[src/rtl/ddr2_arbiter_if.sv]
// Command port between the arbiter and the DDR2 manager.
// Latency: n/a (signal bundle only).
// Backpressure: cmd_valid is held with stable payload until cmd_ready; cmd_done closes the command.
//
// Signals:
//   cmd_valid  arbiter -> manager  command valid
//   cmd_ready  manager -> arbiter  command accepted when cmd_valid & cmd_ready
//   cmd_rd     arbiter -> manager  1 = display read, 0 = frac write
//   cmd_row    arbiter -> manager  13-bit row
//   cmd_col    arbiter -> manager  10-bit column (0 for display reads)
//   cmd_done   manager -> arbiter  pulse: outstanding command finished
interface ddr2_arbiter_if;
    logic        cmd_valid;
    logic        cmd_ready;
    logic        cmd_rd;
    logic [12:0] cmd_row;
    logic [9:0]  cmd_col;
    logic        cmd_done;

    // The arbiter side drives the command, the manager side answers it.
    modport master (
        output cmd_valid,
        output cmd_rd,
        output cmd_row,
        output cmd_col,
        input  cmd_ready,
        input  cmd_done
    );

    modport slave (
        input  cmd_valid,
        input  cmd_rd,
        input  cmd_row,
        input  cmd_col,
        output cmd_ready,
        output cmd_done
    );
endinterface

[src/rtl/ddr2_arbiter.sv]
// Shares the DDR2 manager command port between display line-fetch reads (strict priority) and frac pixel writes.
// Latency: a request seen in IDLE is presented on cmd the next cycle; done/ack pulse one cycle after cmd_done.
// Backpressure: cmd_valid and its payload hold until cmd_ready; one command outstanding at a time, never preempted.
//
// Ports:
//   clk, rst            clock, asynchronous active-low reset
//   pi_*                PicoBlaze port bus (regs: 0 CTRL, 1 STATUS, 2 DISP_CNT, 3 FRAC_CNT)
//   req_rd_ddr/_row     display fetch request pulse and its row
//   disp_fill_done      pulse: display read completed
//   frac_wr_req/_row/_col, frac_wr_ack   frac write request (level) and completion pulse
//   cmd                 command port to the DDR2 manager (master side)
module ddr2_arbiter #(
    parameter int TIMEOUT_CYC = 4096,
    parameter int TO_W        = 13
) (
    input  logic          clk,
    input  logic          rst,
    input  logic          pi_blk_sel,
    input  logic [3:0]    pi_addr,
    input  logic          pi_wr_en,
    input  logic          pi_rd_en,
    input  logic [7:0]    pi_wr_data,
    output logic [7:0]    pi_rd_data,
    input  logic          req_rd_ddr,
    input  logic [12:0]   req_ddr_addr_row,
    output logic          disp_fill_done,
    input  logic          frac_wr_req,
    input  logic [12:0]   frac_wr_row,
    input  logic [9:0]    frac_wr_col,
    output logic          frac_wr_ack,
    ddr2_arbiter_if.master cmd
);

    typedef enum logic [2:0] {
        S_IDLE,
        S_ISSUE_RD,
        S_WAIT_RD,
        S_ISSUE_WR,
        S_WAIT_WR
    } state_t;

    state_t      state_q, state_d;

    logic        disp_pend_q;
    logic [12:0] disp_row_q;
    logic        frac_en_q;
    logic        overrun_q;
    logic        timeout_q;
    logic [7:0]  disp_cnt_q;
    logic [7:0]  frac_cnt_q;
    logic [TO_W-1:0] to_cnt_q;

    logic        cmd_rd_q;
    logic [12:0] cmd_row_q;
    logic [9:0]  cmd_col_q;

    // FSM decode strobes
    logic        load_rd;
    logic        load_wr;
    logic        rd_done;
    logic        wr_done;
    logic        to_hit;

    logic        rd_elig;
    logic        wr_elig;
    logic [12:0] rd_row_src;
    logic        rd_hs;
    logic        in_wait;
    logic        to_expire;
    logic        ctrl_wr;
    logic        flag_clr;
    logic        overrun_set;
    logic        busy;
    logic        owner;
    logic        unused_bits;

    // A request arriving in IDLE is issued directly, so it bypasses the pending register.
    assign rd_elig    = disp_pend_q | req_rd_ddr;
    assign wr_elig    = frac_wr_req & frac_en_q;
    assign rd_row_src = req_rd_ddr ? req_ddr_addr_row : disp_row_q;

    assign rd_hs      = (state_q == S_ISSUE_RD) & cmd.cmd_ready;
    assign in_wait    = (state_q == S_WAIT_RD) | (state_q == S_WAIT_WR);
    assign to_expire  = (to_cnt_q == TO_W'(TIMEOUT_CYC - 1));

    assign busy       = (state_q != S_IDLE);
    assign owner      = (state_q == S_ISSUE_WR) | (state_q == S_WAIT_WR);

    assign ctrl_wr    = pi_blk_sel & pi_wr_en & (pi_addr == 4'd0);
    assign flag_clr   = ctrl_wr & pi_wr_data[7];
    // A request landing on the issue handshake of the previous one is a fresh request, not an overrun.
    assign overrun_set = req_rd_ddr & disp_pend_q & ~rd_hs;

    assign unused_bits = ^pi_wr_data[6:1];

    assign cmd.cmd_valid = (state_q == S_ISSUE_RD) | (state_q == S_ISSUE_WR);
    assign cmd.cmd_rd    = cmd_rd_q;
    assign cmd.cmd_row   = cmd_row_q;
    assign cmd.cmd_col   = cmd_col_q;

    // ---------------- FSM ----------------
    always_ff @(posedge clk or negedge rst) begin
        if (!rst) begin
            state_q <= S_IDLE;
        end else begin
            state_q <= state_d;
        end
    end

    always_comb begin
        state_d = state_q;
        load_rd = 1'b0;
        load_wr = 1'b0;
        rd_done = 1'b0;
        wr_done = 1'b0;
        to_hit  = 1'b0;
        case (state_q)
            S_IDLE: begin
                if (rd_elig) begin
                    state_d = S_ISSUE_RD;
                    load_rd = 1'b1;
                end else if (wr_elig) begin
                    state_d = S_ISSUE_WR;
                    load_wr = 1'b1;
                end
            end
            S_ISSUE_RD: begin
                if (cmd.cmd_ready) begin
                    state_d = S_WAIT_RD;
                end
            end
            S_WAIT_RD: begin
                if (cmd.cmd_done) begin
                    state_d = S_IDLE;
                    rd_done = 1'b1;
                end else if (to_expire) begin
                    state_d = S_IDLE;
                    to_hit  = 1'b1;
                end
            end
            S_ISSUE_WR: begin
                if (cmd.cmd_ready) begin
                    state_d = S_WAIT_WR;
                end
            end
            S_WAIT_WR: begin
                if (cmd.cmd_done) begin
                    state_d = S_IDLE;
                    wr_done = 1'b1;
                end else if (to_expire) begin
                    state_d = S_IDLE;
                    to_hit  = 1'b1;
                end
            end
            default: begin
                state_d = S_IDLE;
            end
        endcase
    end

    // ---------------- Command payload, latched on state entry ----------------
    always_ff @(posedge clk or negedge rst) begin
        if (!rst) begin
            cmd_rd_q  <= 1'b0;
            cmd_row_q <= '0;
            cmd_col_q <= '0;
        end else if (load_rd) begin
            cmd_rd_q  <= 1'b1;
            cmd_row_q <= rd_row_src;
            cmd_col_q <= '0;
        end else if (load_wr) begin
            cmd_rd_q  <= 1'b0;
            cmd_row_q <= frac_wr_row;
            cmd_col_q <= frac_wr_col;
        end
    end

    // ---------------- Display request capture ----------------
    always_ff @(posedge clk or negedge rst) begin
        if (!rst) begin
            disp_pend_q <= 1'b0;
            disp_row_q  <= '0;
        end else if (req_rd_ddr) begin
            disp_pend_q <= 1'b1;
            disp_row_q  <= req_ddr_addr_row;
        end else if (rd_hs) begin
            disp_pend_q <= 1'b0;
        end
    end

    // ---------------- Timeout counter: runs only while waiting ----------------
    always_ff @(posedge clk or negedge rst) begin
        if (!rst) begin
            to_cnt_q <= '0;
        end else if (in_wait) begin
            to_cnt_q <= to_cnt_q + 1'b1;
        end else begin
            to_cnt_q <= '0;
        end
    end

    // ---------------- Completion pulses and grant counters ----------------
    always_ff @(posedge clk or negedge rst) begin
        if (!rst) begin
            disp_fill_done <= 1'b0;
            frac_wr_ack    <= 1'b0;
            disp_cnt_q     <= '0;
            frac_cnt_q     <= '0;
        end else begin
            disp_fill_done <= rd_done;
            frac_wr_ack    <= wr_done;
            if (rd_done) begin
                disp_cnt_q <= disp_cnt_q + 8'd1;
            end
            if (wr_done) begin
                frac_cnt_q <= frac_cnt_q + 8'd1;
            end
        end
    end

    // ---------------- Control and sticky flags (set beats clear) ----------------
    always_ff @(posedge clk or negedge rst) begin
        if (!rst) begin
            frac_en_q <= 1'b0;
            overrun_q <= 1'b0;
            timeout_q <= 1'b0;
        end else begin
            if (ctrl_wr) begin
                frac_en_q <= pi_wr_data[0];
            end
            if (overrun_set) begin
                overrun_q <= 1'b1;
            end else if (flag_clr) begin
                overrun_q <= 1'b0;
            end
            if (to_hit) begin
                timeout_q <= 1'b1;
            end else if (flag_clr) begin
                timeout_q <= 1'b0;
            end
        end
    end

    // ---------------- Register read; zero when not selected so the bus can be OR-combined ----------------
    always_comb begin
        pi_rd_data = 8'h00;
        if (pi_blk_sel && pi_rd_en) begin
            case (pi_addr)
                4'd0:    pi_rd_data = {7'b0, frac_en_q};
                4'd1:    pi_rd_data = {2'b0, frac_wr_req, disp_pend_q, timeout_q, overrun_q, owner, busy};
                4'd2:    pi_rd_data = disp_cnt_q;
                4'd3:    pi_rd_data = frac_cnt_q;
                default: pi_rd_data = 8'h00;
            endcase
        end
    end

endmodule
[src/flat_wrapper.sv]
// flat-port wrapper written by rule: the top's interface ports become plain ports
module ddr2_arbiter_flat 
#(
    parameter int TIMEOUT_CYC = 4096,
    parameter int TO_W        = 13
)
  (clk, rst, pi_blk_sel, pi_addr, pi_wr_en, pi_rd_en, pi_wr_data, pi_rd_data, req_rd_ddr, req_ddr_addr_row, disp_fill_done, frac_wr_req, frac_wr_row, frac_wr_col, frac_wr_ack, cmd_cmd_valid, cmd_cmd_rd, cmd_cmd_row, cmd_cmd_col, cmd_cmd_ready, cmd_cmd_done);
  ddr2_arbiter_if cmd_i ();
  input  logic clk;
  input  logic rst;
  input  logic pi_blk_sel;
  input  logic [3:0] pi_addr;
  input  logic pi_wr_en;
  input  logic pi_rd_en;
  input  logic [7:0] pi_wr_data;
  output logic [7:0] pi_rd_data;
  input  logic req_rd_ddr;
  input  logic [12:0] req_ddr_addr_row;
  output logic disp_fill_done;
  input  logic frac_wr_req;
  input  logic [12:0] frac_wr_row;
  input  logic [9:0] frac_wr_col;
  output logic frac_wr_ack;
  output wire logic [$bits(cmd_i.cmd_valid)-1:0] cmd_cmd_valid;
  output wire logic [$bits(cmd_i.cmd_rd)-1:0] cmd_cmd_rd;
  output wire logic [$bits(cmd_i.cmd_row)-1:0] cmd_cmd_row;
  output wire logic [$bits(cmd_i.cmd_col)-1:0] cmd_cmd_col;
  input wire logic [$bits(cmd_i.cmd_ready)-1:0] cmd_cmd_ready;
  input wire logic [$bits(cmd_i.cmd_done)-1:0] cmd_cmd_done;
  assign cmd_cmd_valid = cmd_i.cmd_valid;
  assign cmd_cmd_rd = cmd_i.cmd_rd;
  assign cmd_cmd_row = cmd_i.cmd_row;
  assign cmd_cmd_col = cmd_i.cmd_col;
  assign cmd_i.cmd_ready = cmd_cmd_ready;
  assign cmd_i.cmd_done = cmd_cmd_done;
  ddr2_arbiter #(.TIMEOUT_CYC(TIMEOUT_CYC), .TO_W(TO_W)) u_core (.clk(clk), .rst(rst), .pi_blk_sel(pi_blk_sel), .pi_addr(pi_addr), .pi_wr_en(pi_wr_en), .pi_rd_en(pi_rd_en), .pi_wr_data(pi_wr_data), .pi_rd_data(pi_rd_data), .req_rd_ddr(req_rd_ddr), .req_ddr_addr_row(req_ddr_addr_row), .disp_fill_done(disp_fill_done), .frac_wr_req(frac_wr_req), .frac_wr_row(frac_wr_row), .frac_wr_col(frac_wr_col), .frac_wr_ack(frac_wr_ack), .cmd(cmd_i));
endmodule
[config.mk]
export PLATFORM = sky130hd
export DESIGN_NAME = ddr2_arbiter_flat
export DESIGN_NICKNAME = d
export VERILOG_FILES = /design/src/rtl/ddr2_arbiter_if.sv /design/src/rtl/ddr2_arbiter.sv /design/src/flat_wrapper.sv
export SDC_FILE = /design/constraint.sdc
export NUM_CORES = 1
export LEC_CHECK = 0
export ABC_CLOCK_PERIOD_IN_PS = 3400
export CELL_PAD_IN_SITES_DETAIL_PLACEMENT = 0
export CELL_PAD_IN_SITES_GLOBAL_PLACEMENT = 2
export CORE_ASPECT_RATIO = 2
export CORE_MARGIN = 2
export CORE_UTILIZATION = 33
export CTS_CLUSTER_SIZE = 16
export DETAILED_ROUTE_END_ITERATION = 6
export PLACE_DENSITY = 0.92
export SYNTH_ARGS = -nofsm -noshare
export SYNTH_HDL_FRONTEND = slang
export SYNTH_SLANG_ARGS = --single-unit
[constraint.sdc]
create_clock -name clk -period 3.4 [get_ports clk]
set_input_delay 1.02 -clock clk [delete_from_list [all_inputs] [get_ports clk]]
set_output_delay 1.02 -clock clk [all_outputs]
set_load 0.02 [all_outputs]
==> flow_summary.toml <==
[timing]
finClkSkew_ps = 8.48
setup_ws_ps = 114
clock.fmax_ghz = 0.304
tns_ps = 0
relSlewSlack_pct = 36.8
finalCritPeriodShare_pct = 96.6
worst_slew_pin_slew_ps = 948
period_needed_ps = 3290
setup_violations = 0
slew_violations = 0
rsz0062_at_grt = "no"
hold_violations = 0

[clock_network]
numCtsBuffers = 9
tritoncts = "yes"
cts_htree_levels = 3
postCtsSetupRepairBufs = 0
root_buffer = "clkbuf_16"
cts_sinks = 75
cts_buffer_depth = 2
clock_latency_ps = 330
path_clk_slew_ps = 60

[route]
drt-total-wl_um = 7910
wl_met1_um = 2980
ant_nets = 0
drtIter0Drc = 134
avgViaCountPerCell = 4.79
topRoutingLayerUsed = "met4"
drc_errors = 0
wl_per_cell_um = 14.9
routed-via-count = 2535
met2_wirelength_um = 4440
dr.pass1.iters = 4
wl_met3_um = 303

[floorplan]
die_h_um = 148
num_rows = 52
start_util_pct = 33.7
die_area_mm2 = 0.0112
core-area_mm2 = 0.0101
io_pins = 92
die_w_um = 75.8

[critical_path]
worstSetupEndpointType = "output port"
crit_required_ps = 2380
r2r-end = "u_core.cmd.cmd_row[10]"
path_max_fanout = 6
crit_type = "input port to output port"
r2r_start = "u_core.state_q[1]"
start_kind = "input port"
rr_worst_depth = 5
arrival_ps = 2270
r2r_slack_ps = 1410

[logic_synthesis]
synth-seq-cells = 75
netlist_area_mm2 = 0.00340
postSynthAreaPerCell_um2 = 11.5
ys_types = 42
ys_seq_area_share_pct = 55.2
yosysWarnings = 0
synth.net_count = 355
synth_cells = 295

[finish]
nets = 450
drive_gt1_share_pct = 16.5
seq_area_mm2 = 0.00188
multi_input_area_mm2 = 0.00144
n_fill_cell = 982
antenna_cells = 0
area_delta_synth_final_pct = 38.3
fin_area_mm2 = 0.00471
finish.utilization_pct = 46.7

[power]
p_per_area_mw_per_mm2 = 660
p_leak_nw = 2.00
power_w = 0.00311
max-vdd-ir-drop_mv = 0.357

[hold_path]
min_path_cells = 1
min_path_type = "flip-flop to flip-flop"
min-delay-start = "u_core.frac_cnt_q[7]"
worstHoldEndpoint = "u_core.frac_cnt_q[7]"

[placed_design]
place_hpwl_um = 5810
io_buffers = 85
pre_cts_slack_ps = -384
placed_area_mm2 = 0.00443
gp_congestion = 0.791

[run]
max_cap_violations = 0

[grt]
grt_pass1_wl_um = 12500
antenna_found_initial = 0
grt_max_degree = 76
grt_pass1_vias = 2574
grt_use_total_pct = 14.7
grt-ovfl-total = 0

[outcome]
status = "complete, no violations"
## cell usage in the layout, fill, tap and decap left out, types with 2 or more instances in the layout
master            n
a21oi_1           2
a22o_1           10
a22oi_1           4
and2b_1           2
and3_1            5
and4_1            3
buf_2             9
buf_4            10
clkbuf_16         9
clkdlybuf4s50_1  75
clkinv_2          2
dfrtp_1          75
ha_1              3
inv_1             4
mux2_2           21
mux2i_1          17
nand2_1          25
nand3_1           9
nand4_1          10
nor2_1           26
nor3b_1           2
nor4_1            2
o21ai_0           7
o21ai_1           9
or3_1             4
xnor2_1          15
xor2_1            9
## state kept, by name, summed over array words and instances, names as in the netlist, 3 cells and up
| name | count |
|---|---|
| u_core.cmd.cmd_col | 10 |
| u_core.cmd.cmd_row | 13 |
| u_core.disp_cnt_q | 8 |
| u_core.disp_row_q | 13 |
| u_core.frac_cnt_q | 8 |
| u_core.state_q | 3 |
| u_core.to_cnt_q | 13 |
## power breakdown
| part | internal (W) | total (W) | leakage (nW) | switching (W) |
|---|---|---|---|---|
| logic | 0.000460 | 0.000965 | 0.898 | 0.000505 |
| registers | 0.00107 | 0.00122 | 0.965 | 0.000153 |
| clock network | 0.000565 | 0.000923 | 0.142 | 0.000358 |
| total | 0.00209 | 0.00311 | 2.00 | 0.00102 |
## Yosys cell counts
cell type	instances	area, µm²
dfrtp_1	75	1880
nand2_1	26	97.6
nor2_1	26	97.6
mux2_2	21	236
mux2i_1	17	170
xnor2_1	15	131
a22o_1	10	87.6
nand3_1	10	50.1
nand4_1	10	62.6
o21ai_1	9	45.0
xor2_1	9	78.8
o21ai_0	7	35.0
buf_2	6	30.0
a22oi_1	5	37.5
and3_1	5	31.3
inv_1	4	15.0
or3_1	4	25.0
and4_1	3	26.3
clkbuf_1	3	11.3
ha_1	3	37.5
a21oi_1	2	10.0
and2b_1	2	15.0
buf_4	2	15.0
nor3b_1	2	15.0
nor4_1	2	12.5
a211oi_1	1	7.51
a21o_1	1	7.51
a311oi_1	1	8.76
a31o_2	1	8.76
a31oi_1	1	6.26
and4bb_2	1	12.5
buf_6	1	11.3
buf_8	1	15.0
nand2b_1	1	6.26
nand2b_4	1	13.8
nor2_2	1	6.26
nor2b_1	1	6.26
nor3_1	1	5.00
nor3_2	1	10.0
nor4bb_1	1	10.0
o21bai_1	1	7.51
o41ai_1	1	8.76
## through the flow
step / std cells / hold WS [ps]
2_1_floorplan: 295 / 443
3_5_place_dp: 513 / 470
4_1_cts: 528 / 478
6_report: 529 / 475
5_1_grt: 529 / 488
3_3_place_gp: 513 / 461
## cells by family (layout without fill, tap and decap cells)
logic type      Yosys count  after routing  share of synthesized area, %
compound gates           40             40                          7.94
xor+xnor                 24             24                          6.18
fa+ha+maj                 3              3                          1.10
buf+inv                  17            116                          2.87
flops                    75             75                          55.2
mux                      38             38                          12.0
simple gates             98             98                          14.8
## metal layers
metal | up-vias | GRT usage (%)
met1 | 1233 | 16.8
li1 | 1235 | -
met4 | 0 | 6.67
met5 | - | 0
met2 | 56 | 25.6
met3 | 11 | 2.73
## worst max-delay path, stage by stage
cell and delay, ps:
clkdlybuf4s50_1 450, nor3b_1 170, buf_4 160, nand2_2 90, a211oi_1 170, buf_2 200
## layout make-up
cell class | instances | share of cell area, %
clock buffer | 9 | 4.79
clock inverter | 6 | 1.38
inverter | 4 | 0.319
multi-input combinational | 203 | 30.6
sequential | 75 | 39.9
tap | 135 | 3.59
timing repair buffer | 97 | 19.4
## worst max-delay path by stage
stage | end | start | slack, ps
after detailed placement | pi_rd_data[0] | pi_blk_sel | -380
final | pi_rd_data[0] | pi_blk_sel | 110
after floorplan | pi_rd_data[0] | pi_addr[3] | 300
after CTS | pi_rd_data[5] | pi_addr[0] | 10
after global routing | pi_rd_data[0] | pi_blk_sel | 30
after global placement | pi_rd_data[5] | pi_addr[0] | -380
## repair_timing
action                                  in CTS  in global routing
pin swaps                                    0                  0
hold buffers                                 0                  0
gates cloned                                 0                  1
endpoints found under the setup margin       8                  5
resized for setup                           34                  4
(Power assumes the default switching activity.)
==> edit 1: new RTL, same settings <==
`TO_W` is set to 13 in 2 places; all go to 17.
--- a/src/rtl/ddr2_arbiter.sv
+++ b/src/rtl/ddr2_arbiter.sv
@@ -11,7 +11,7 @@
 //   cmd                 command port to the DDR2 manager (master side)
 module ddr2_arbiter #(
     parameter int TIMEOUT_CYC = 4096,
-    parameter int TO_W        = 13
+    parameter int TO_W        = 17
 ) (
     input  logic          clk,
     input  logic          rst,
--- a/src/flat_wrapper.sv
+++ b/src/flat_wrapper.sv
@@ -2,7 +2,7 @@
 module ddr2_arbiter_flat 
 #(
     parameter int TIMEOUT_CYC = 4096,
-    parameter int TO_W        = 13
+    parameter int TO_W        = 17
 )
   (clk, rst, pi_blk_sel, pi_addr, pi_wr_en, pi_rd_en, pi_wr_data, pi_rd_data, req_rd_ddr, req_ddr_addr_row, disp_fill_done, frac_wr_req, frac_wr_row, frac_wr_col, frac_wr_ack, cmd_cmd_valid, cmd_cmd_rd, cmd_cmd_row, cmd_cmd_col, cmd_cmd_ready, cmd_cmd_done);
   ddr2_arbiter_if cmd_i ();
Formal check against the unedited RTL: same outputs for any inputs over 10 cycles, from zero or initial values and one cycle with rst low; that may be too few to reach the edited logic, so the function may still have changed.
==> edit 1 against the unedited design <==
Area after synthesis is 5.4% higher; clock power increased by 8%; sequential share of layout area is 0.13 points lower; critical path depth did not move; wire length rose by 7.7%; largest power group unchanged; register-to-register slack got worse by 0.15 ns; synthesized cell count grew 6.8%; via count is 7.7% higher; final area up 5.7%; power is 6.3% higher; critical path type unchanged; global-route usage up 0.58 points; worst setup slack worse by 0.024 ns; combinational power up 8%; critical endpoint is now pi_rd_data[7]; sequential cell count rose by 4.
==> edit 1: results (changes against the unedited design) <==
| Metric | Value |
|---|---|
| Buffering overhead | `0.192 (-0.00191)` |
| Setup Skew | `0.0111 ns (+0.00263 ns)` |
| Dpl cell area | `0.00467 mm² (+5.3%)` |
| Seq/total area | `0.397 (-0.00135)` |
| Area of the multi-input gates | `0.00153 mm² (+6.4%)` |
| Critical path launch point | `pi_addr[3]` |
| First-pass GRT wire length | `13.9 mm (+11%)` |
| Placer Congestion | `0.761 (-3.8%)` |
| Fillers | `976 (-0.61%)` |
| Design Area, Final | `0.00497 mm² (+5.7%)` |
| Logic inverters | `5 (+1)` |
| Hpwl dp | `6.19 mm (+6.6%)` |
| CP max FO | `3 (-3)` |
| Avg Inst Size Synth | `11.4 µm² (-1.3%)` |
| Clock Buffer Count | `11 (+2)` |
| Die W | `77.7 µm (+2.5%)` |
| Total track usage | `0.153 (+0.00577)` |
| Largest net degree at the start of global routing | `56 (-26%)` |
| Net Sw Frac | `0.332 (+0.00468)` |
| Seq pwr share | `0.381 (-0.011)` |
| Seq/Total Area, Yosys | `0.551 (about the same)` |
| Post-synth cell types | `40 (-4.8%)` |
| Dpl cells | `538 (+4.9%)` |
| Signal buffers | `102 (+5.2%)` |
| Ranking of synthesized cells by area | `dfrtp_1 55%, mux2_2 6.6%, mux2i_1 4.7%, xnor2_1 4.2%, nor2_1 3.7%` |
| Internal power | `0.00221 W (+5.5%)` |
| Top cells by instance count after synthesis | `79 x dfrtp_1, 35 x nor2_1, 24 x nand2_1, 21 x mux2_2` |
| Fmax | `0.302 GHz (-0.74%)` |
| Leak | `2.12 nW (+5.5%)` |
| VDD IR max | `328 µV (-8.0%)` |
| Final #Nets | `474 (+5.3%)` |
| Number of global-route vias before repair | `2,930 (+14%)` |
| Clock-cell share | `0.0636 (+0.00196)` |
| Status | `completed` |
| Hold EP | `u_core.disp_cnt_q[7]` |
==> edit 1: changes by cell type after synthesis, sizes merged, moves of 2 or more <==
cell and delta:
nand2 -2, xnor2 +2, nand3 +4, xor2 +2
nand4 -3, and2b -2, nor3 +4, dfrtp +4
or3 -3, nor2 +9
==> edit 1: per-layer routing <==
metal,global-route usage,vias up,part of all wire
met1,0.152,1354,0.36
met5,0,-,0
met3,0.0352,18,0.032
li1,-,1296,-
met4,0.0830,0,0.034
met2,0.288,63,0.57
==> edit 1: kinds of logic after synthesis <==
| kind of cell | after synthesis | share of synthesized area |
|---|---|---|
| simple gates | 106 | 0.153 |
| flops | 79 | 0.551 |
| compound gates | 41 | 0.0764 |
| mux | 39 | 0.117 |
| xor+xnor | 28 | 0.0684 |
| buf+inv | 19 | 0.0241 |
| fa+ha+maj | 3 | 0.0105 |
==> edit 1: repair_timing <==
item	4_1_cts	5_1_grt
endpoints found under the setup margin	8	4
cloned	1	0
resized for setup	33	4
setup buffers	1	0
pin swaps	0	0
==> edit 2: new RTL, same settings <==
Made on the original files. The 5 states of `state_t` get a one-hot encoding in 5 bits.
--- a/src/rtl/ddr2_arbiter.sv
+++ b/src/rtl/ddr2_arbiter.sv
@@ -31,12 +31,12 @@
     ddr2_arbiter_if.master cmd
 );
 
-    typedef enum logic [2:0] {
-        S_IDLE,
-        S_ISSUE_RD,
-        S_WAIT_RD,
-        S_ISSUE_WR,
-        S_WAIT_WR
+    typedef enum logic [4:0] {
+        S_IDLE     = 5'b00001,
+        S_ISSUE_RD = 5'b00010,
+        S_WAIT_RD  = 5'b00100,
+        S_ISSUE_WR = 5'b01000,
+        S_WAIT_WR  = 5'b10000
     } state_t;
 
     state_t      state_q, state_d;
Function: no difference found for any inputs over 10 cycles, from zero or initial values and one cycle with rst low; not proved beyond that.
==> edit 2 against the unedited design <==
Wire length is 10% higher; first-iteration DRC count up 23%; cell count up 4.0%; largest power group unchanged; sequential power fell by 5%; sequential cell count is 2 higher; area after synthesis rose by 4.2%; power increased by 2.1%; worst setup slack gained 0.011 ns; fmax is 0.34% higher; final area is 4.8% higher.
==> edit 2: results (changes against the unedited design) <==
| Metric | Value |
|---|---|
| Crit path time final | `3.28 ns (-0.0110 ns)` |
| Clock Buffer Count | `12 (+3)` |
| Signal buffers | `102 (+5.2%)` |
| Initial DRC count | `165 (+23%)` |
| Xor/xnor share of the synthesized area | `0.0642 (+0.00246)` |
| Netlist area before placement | `0.00354 mm² (+4.2%)` |
| DRT Wirelength | `8.72 mm (+10%)` |
| Worst-Margin Slew | `0.984 ns (+0.0359 ns)` |
| WL met3 | `349 µm (+15%)` |
| Adder-Cell Fraction of Synth Area | `0.0106 (-0.000444)` |
| Multi-input gates | `212 (+4.4%)` |
| Logic inverters | `7 (+3)` |
| Ranking of synthesized cells by area | `dfrtp_1 54%, mux2_2 6.4%, xnor2_1 4.7%, mux2i_1 4.2%, nor2_1 2.8%` |
| Clock Power Share | `0.327 (+0.030)` |
| Critical path launch point | `pi_addr[1]` |
| Synth Instances | `311 (+5.4%)` |
| Dpl cells | `535 (+4.3%)` |
| First-pass GRT wire length | `14.7 mm (+18%)` |
| Top cells by instance count after synthesis | `76 x dfrtp_1, 26 x nor2_1, 23 x nand2_1, 20 x mux2_2, 19 x xnor2_1` |
| Leak | `2.06 nW (+2.7%)` |
| Compound-Gate Fraction of Synth Area | `0.0812 (+0.00175)` |
| Number of global-route vias before repair | `2,929 (+14%)` |
| Combinational power | `0.000970 W (+0.5%)` |
| Final #Nets | `469 (+4.2%)` |
| Multi-input gate share of total cell area | `0.312 (+0.00564)` |
| Pre-CTS worst setup slack | `-0.398 ns (-0.0139 ns)` |
| Total track usage | `0.162 (+0.0144)` |
| WL met1 | `3.29 mm (+10%)` |
| Area grow syn2layout | `39.1%` |
| VDD IR max | `419 µV (+17%)` |
| Seq/total area | `0.391 (-0.00771)` |
| Via density | `5.01 (+4.6%)` |
| Finished Core Util | `0.471 (+0.00388)` |
| Placer Congestion | `0.838 (+6.0%)` |
| Status | `completed` |
| Reg-to-Reg End | `u_core.state_q[4]` |
| Reg2Reg Launch Point | `u_core.state_q[4]` |
| #FFs+latches synth | `77 (+2.7%)` |
edit 2: cell count changes after synthesis, moves of 3 or more:
cell and change:
nand2_1 -3, nand4_1 +3, and3_1 -3, o21ai_1 +5, clkbuf_1 +6, inv_1 +3, nor3_1 +4, xnor2_1 +4
nor4_1 +3, and4_1 -3
edit 2: worst min path at each step:
stage / slack (ns) / start / endpoint / depth (start not counted)
CTS: 0.47 / u_core.disp_cnt_q[7] / u_core.disp_cnt_q[7] / 1
floorplan: 0.44 / u_core.timeout_q / u_core.timeout_q / 2
detailed placement: 0.46 / u_core.disp_cnt_q[7] / u_core.disp_cnt_q[7] / 1
finish: 0.47 / u_core.disp_cnt_q[7] / u_core.disp_cnt_q[7] / 1
global placement: 0.46 / u_core.disp_cnt_q[7] / u_core.disp_cnt_q[7] / 1
global route: 0.50 / u_core.disp_cnt_q[7] / u_core.disp_cnt_q[7] / 1
edit 2: cells by family (layout without fill, tap and decap cells):
group | count (synthesis) | after routing
DFF | 77 | 77
muxes | 38 | 38
and+or+nand+nor | 102 | 102
AOI/OAI and AO/OA | 43 | 43
xor gates and xnor gates | 26 | 26
adders and majority gates | 3 | 3
buffers and inverters | 22 | 124
edit 2: per-stage QoR:
step | total power [W] | hold slack [ns]
3_3_place_gp | 0.00214 | 0.461
6_report | 0.00317 | 0.472
3_5_place_dp | 0.00216 | 0.464
2_1_floorplan | 0.00175 | 0.443
4_1_cts | 0.00321 | 0.474
5_1_grt | 0.00335 | 0.502
edit 2: repair_timing:
action / 4_1_cts / 5_1_grt
gates resized for setup: 27 / 8
endpoints found under the hold margin: 0 / 0
buffers inserted: 0 / 0
setup endpoints to repair: 8 / 7
edit 2: worst max-delay path, cell delays in order:
cell,delay [ns]
clkdlybuf4s50_1,0.49
nor3_1,0.27
nand4_1,0.14
a21oi_1,0.15
buf_2,0.18
